### src/rtl/spi_burst_ram.sv
// Command-decoded RAM slave for the SPI front end: independent write/read pointers,
// optional burst auto-increment, tx_valid/tx_ready read handshake and sticky error flags.
module spi_burst_ram #(
    parameter int DATA_W    = 8,
    parameter int ADDR_W    = 8,
    parameter int MEM_DEPTH = 256,
    parameter int AUTO_INC  = 1
) (
    input  logic              clk,
    input  logic              rst_n,
    input  logic [DATA_W+1:0] din,
    input  logic              rx_valid,
    input  logic              tx_ready,
    output logic [DATA_W-1:0] dout,
    output logic              tx_valid,
    output logic              err_ovf,
    output logic              err_addr,
    input  logic              err_clr
);

    localparam logic [1:0] OP_SET_WADDR = 2'b00;
    localparam logic [1:0] OP_WRITE     = 2'b01;
    localparam logic [1:0] OP_SET_RADDR = 2'b10;
    localparam logic [1:0] OP_READ      = 2'b11;

    localparam logic [ADDR_W:0]   DEPTH = (ADDR_W+1)'(MEM_DEPTH);
    localparam logic [ADDR_W-1:0] LAST  = ADDR_W'(MEM_DEPTH - 1);

    logic [DATA_W-1:0] mem [MEM_DEPTH];

    logic [ADDR_W-1:0] wr_ptr;
    logic [ADDR_W-1:0] rd_ptr;

    logic [1:0]        op;
    logic [DATA_W-1:0] payload;
    logic [ADDR_W-1:0] addr;
    logic              wr_cmd;
    logic              rd_cmd;
    logic              rd_accept;
    logic              rd_drop;
    logic              wr_in;
    logic              rd_in;
    logic              addr_err;

    // In-range pointers wrap at the last word; out-of-range ones run on to the
    // natural 2**ADDR_W rollover.
    function automatic logic [ADDR_W-1:0] next_ptr(input logic [ADDR_W-1:0] p);
        if (AUTO_INC == 0) return p;
        if (p == LAST) return '0;
        return p + ADDR_W'(1);
    endfunction

    always_comb begin
        op        = din[DATA_W+1:DATA_W];
        payload   = din[DATA_W-1:0];
        addr      = din[ADDR_W-1:0];
        wr_cmd    = rx_valid && (op == OP_WRITE);
        rd_cmd    = rx_valid && (op == OP_READ);
        rd_accept = rd_cmd && (!tx_valid || tx_ready);
        rd_drop   = rd_cmd && tx_valid && !tx_ready;
        wr_in     = {1'b0, wr_ptr} < DEPTH;
        rd_in     = {1'b0, rd_ptr} < DEPTH;
        addr_err  = (wr_cmd && !wr_in) || (rd_accept && !rd_in);
    end

    // Array is never reset; the rst_n gate keeps a command on a reset edge from landing.
    always_ff @(posedge clk) begin
        if (rst_n && wr_cmd && wr_in)
            mem[wr_ptr] <= payload;
    end

    always_ff @(posedge clk or negedge rst_n) begin
        if (!rst_n) begin
            wr_ptr   <= '0;
            rd_ptr   <= '0;
            dout     <= '0;
            tx_valid <= 1'b0;
            err_ovf  <= 1'b0;
            err_addr <= 1'b0;
        end else begin
            if (rx_valid && op == OP_SET_WADDR) wr_ptr <= addr;
            if (wr_cmd)                         wr_ptr <= next_ptr(wr_ptr);
            if (rx_valid && op == OP_SET_RADDR) rd_ptr <= addr;

            // An accepted read reloads dout in the same edge a consumer takes the old word.
            if (rd_accept) begin
                dout     <= rd_in ? mem[rd_ptr] : '0;
                tx_valid <= 1'b1;
                rd_ptr   <= next_ptr(rd_ptr);
            end else if (tx_ready) begin
                tx_valid <= 1'b0;
            end

            if (err_clr) begin
                err_ovf  <= 1'b0;
                err_addr <= 1'b0;
            end
            if (rd_drop)  err_ovf  <= 1'b1;
            if (addr_err) err_addr <= 1'b1;
        end
    end

endmodule

### config.mk
export PLATFORM = sky130hd
export DESIGN_NAME = spi_burst_ram
export DESIGN_NICKNAME = d
export VERILOG_FILES = /design/src/rtl/spi_burst_ram.sv
export SDC_FILE = /design/constraint.sdc
export NUM_CORES = 2
export LEC_CHECK = 0
export BUFFER_PORTS_ARGS = -buffer_cell sky130_fd_sc_hd__buf_2
export CELL_PAD_IN_SITES_DETAIL_PLACEMENT = 1
export CELL_PAD_IN_SITES_GLOBAL_PLACEMENT = 2
export CORE_ASPECT_RATIO = 0.7
export CORE_MARGIN = 5
export CORE_UTILIZATION = 50
export CTS_CLUSTER_SIZE = 30
export DETAILED_ROUTE_END_ITERATION = 6
export PLACE_DENSITY = 0.82
export SKIP_CTS_REPAIR_TIMING = 1
export SLEW_MARGIN = 20
export SYNTH_ARGS = -nofsm -noshare
export SYNTH_HDL_FRONTEND = slang
export SYNTH_SLANG_ARGS = --single-unit
### constraint.sdc
create_clock -name clk -period 3.1 [get_ports clk]
set_input_delay 0.465 -clock clk [delete_from_list [all_inputs] [get_ports clk]]
set_output_delay 0.465 -clock clk [all_outputs]
set_load 0.05 [all_outputs]
==> out/summary.txt <==
grt peak-use layer -> met1
top_reg_cell synth -> edfxtp_1
synth top area cells -> edfxtp_1 (76%), mux4_2 (9.5%), mux2i_1 (4.5%)
type of the tightest min-delay check -> input port to flop
vias per inst -> 6.46
Req. time, crit path -> 3.85 ns
Design Area, Final -> 95300 sq um
Syn Inst Count -> 4119
Cell Rows -> 123
endpoints failing setup -> 8
syn_nets -> 4139
Avg Cell Area, Syn -> 19.7 sq um
vias in the first global route -> 46500
CTS max path bufs -> 3
P_int -> 46.5 mW
DR WL/cell -> 34.2 um
vias -> 45500
max_cap viols -> 0
die area -> 171000 sq um
Power Dens Cells -> 652 nW/um^2
met3 GRT Util -> 7.17%
pre-CTS setup slack -> -0.524 ns
starting density of the core -> 50.4%
GRT Residual Overflow -> 0
first-pass detailed-route iteration total -> 6
DRC viols -> 0
first-pass GRT wire length -> 344000 um
FF/Latch Area -> 62200 sq um
Post-synth ARST share -> 1.25%
Worst slew margin -> 39.8%
Core Area -> 161000 sq um
Clock Pin Slew Worst Setup and Hold Paths -> 0.06 ns
final max-slew violation count -> 0
Routed WL -> 241000 um
GRT Total Usage -> 27.8%
sequential share of power -> 50.1%
Post-DP Area -> 88500 sq um
Layout Skew -> 0.0339 ns
Multi-input gate area -> 18200 sq um
Syn. warnings -> 0
Comb pwr share -> 13.6%
CTS sink cnt -> 2074
Worst EP arrival -> 3.98 ns
RSZ-0062 raised after global routing -> true
ratio of cells with drive above 1 in the final layout -> 28.2%
r2r setup slk -> -0.13 ns
final worst path period need -> 3.23 ns
clk_lat worst skew -> 0.84 ns
CP Launch Type -> flop
Synth area leader -> edfxtp_1
root buffer cell -> clkbuf_16
failing checks -> negative setup slack
Synth-to-Final Area Change -> 17.2%
I/O Buffers -> 24
critical path class -> flop to flop
final hold vios -> 0
Highest Clock Rate -> 309 MHz
htree depth -> 4
P_sw -> 15.6 mW
status -> finished, violations left
CTS tree -> yes
maximum fanout along the worst path -> 11
Worst-Margin Slew -> 0.901 ns
period utilization -> 104%
sw frac -> 25.1%
filler cell count -> 13800
Leakage -> 31.9 nW
routability cong. -> 0.876
peak supply drop -> 0.543 mV
Die Ht -> 347 um
nets -> 4778
post-synthesis register bit count -> 2074
met1 usage -> 41.6%
Post-synth EDFFs -> 2048
initial antenna violation count -> 6
I/O pin cnt -> 26
Clock Power Share -> 36.3%
post-route setup slack -> -0.134 ns
met2 Resource Use GR -> 41.3%
hpwl dp -> 155000 um
largest net degree at the start of global routing -> 106
CTS Buf Count -> 189
die width -> 492 um
most frequent cells in the layout -> edfxtp_1 (2048), buf_4 (586), mux2i_1 (367)
synthesized cell area -> 81300 sq um
Final ANT Viol Nets -> 0
initial detailed-routing violation count -> 6589
register area share after synthesis -> 76.5%
leading cell type in the layout, fill and taps excluded -> edfxtp_1
Cell variety after synth -> 65
Critical Path Sink Type -> flop
top cell type's share of synthesized area -> 75.7%
## per-stage QoR
| stage | hold slack [ns] | setup TNS, ns | utilization (%) | power (mW) | instances |
|---|---|---|---|---|---|
| after global routing | 0.00902 | -0.789 | 59.1 | 64.1 | 7043 |
| after detailed placement | 0.530 | -2.53 | 54.9 | 39.6 | 6666 |
| after CTS | -0.266 | -3.12 | 58.6 | 61.8 | 7017 |
| after floorplan | 0.169 | 0 | - | 36.0 | 4119 |
| after global placement | 0.522 | -2.60 | 54.9 | 39.4 | 6666 |
| final | 0.0383 | -0.576 | 59.1 | 62.1 | 7044 |
## logic make-up after synthesis
group                    Yosys count  share of synthesized area (%)
flip-flops                      2074                           76.5
multiplexers                     725                           14.5
AND/OR/NAND/NOR                  601                           3.30
AO/OA/AOI/OAI                    442                           3.79
buffers and inverters            271                           1.85
adder cells (fa/ha/maj)            5                         0.0770
other                              1                        0.00461
## synthesized netlist by cell type, drive strengths merged (44+ instances only)
master	instances
o21ai	65
nand2	134
a21oi	54
nor2	302
buf	148
o221ai	44
mux2i	368
edfxtp	2048
o22ai	69
a22oi	72
clkbuf	103
mux4	357
## critical path, stage by stage (launching register included)
cell	delay, ns
dfrtp_4	0.60
buf_12	0.19
buf_4	0.17
and4bb_2	0.37
a22oi_1	0.31
nand4_1	0.18
a31oi_1	0.36
a311oi_4	0.19
a2111oi_4	0.42
buf_4	0.22
a221o_1	0.13
## registers in the layout, indices dropped and copies added, names as in the netlist
register,count
dout,8
wr_ptr,8
rd_ptr,8
tx_valid,1
mem,2048
err_ovf,1
## layout make-up
cell class | instances | share of cell area (%)
Clock buffer | 246 | 5.29
Timing Repair Buffer | 699 | 6.68
Sequential cell | 2074 | 65.3
Tap cell | 2125 | 2.79
Multi-Input combinational cell | 1774 | 19.1
Clock inverter | 105 | 0.835
Antenna cell | 1 | 0.00263
Inverter | 20 | 0.0814
## final timing paths
check                      depth (start not counted)          to       from
max                                               10     dout[3]  rd_ptr[0]
min in group asynchronous                          3   rd_ptr[3]      rst_n
min                                                1  mem[63][6]     din[6]
max reg2reg                                       10     dout[3]  rd_ptr[0]
max in group asynchronous                          3   rd_ptr[0]      rst_n
min reg2reg                                        2     err_ovf    err_ovf
## layer usage
| metal | up-vias | routed length, um |
|---|---|---|
| met5 | - | 31 |
| met3 | 386 | 27100 |
| li1 | 18200 | - |
| met4 | 4 | 6910 |
| met1 | 24200 | 99100 |
| met2 | 2694 | 108000 |
## power groups by stage
stage          clock network (mW)  logic, mW  registers [mW]
2_1_floorplan                   0       4.28            31.7
3_3_place_gp                    0       7.64            31.7
3_5_place_dp                    0       7.87            31.7
4_1_cts                      22.8       7.94            31.1
5_1_grt                      24.2       8.77            31.1
6_report                     22.5       8.46            31.1
Note: power is estimated with default switching activity, not from simulation.
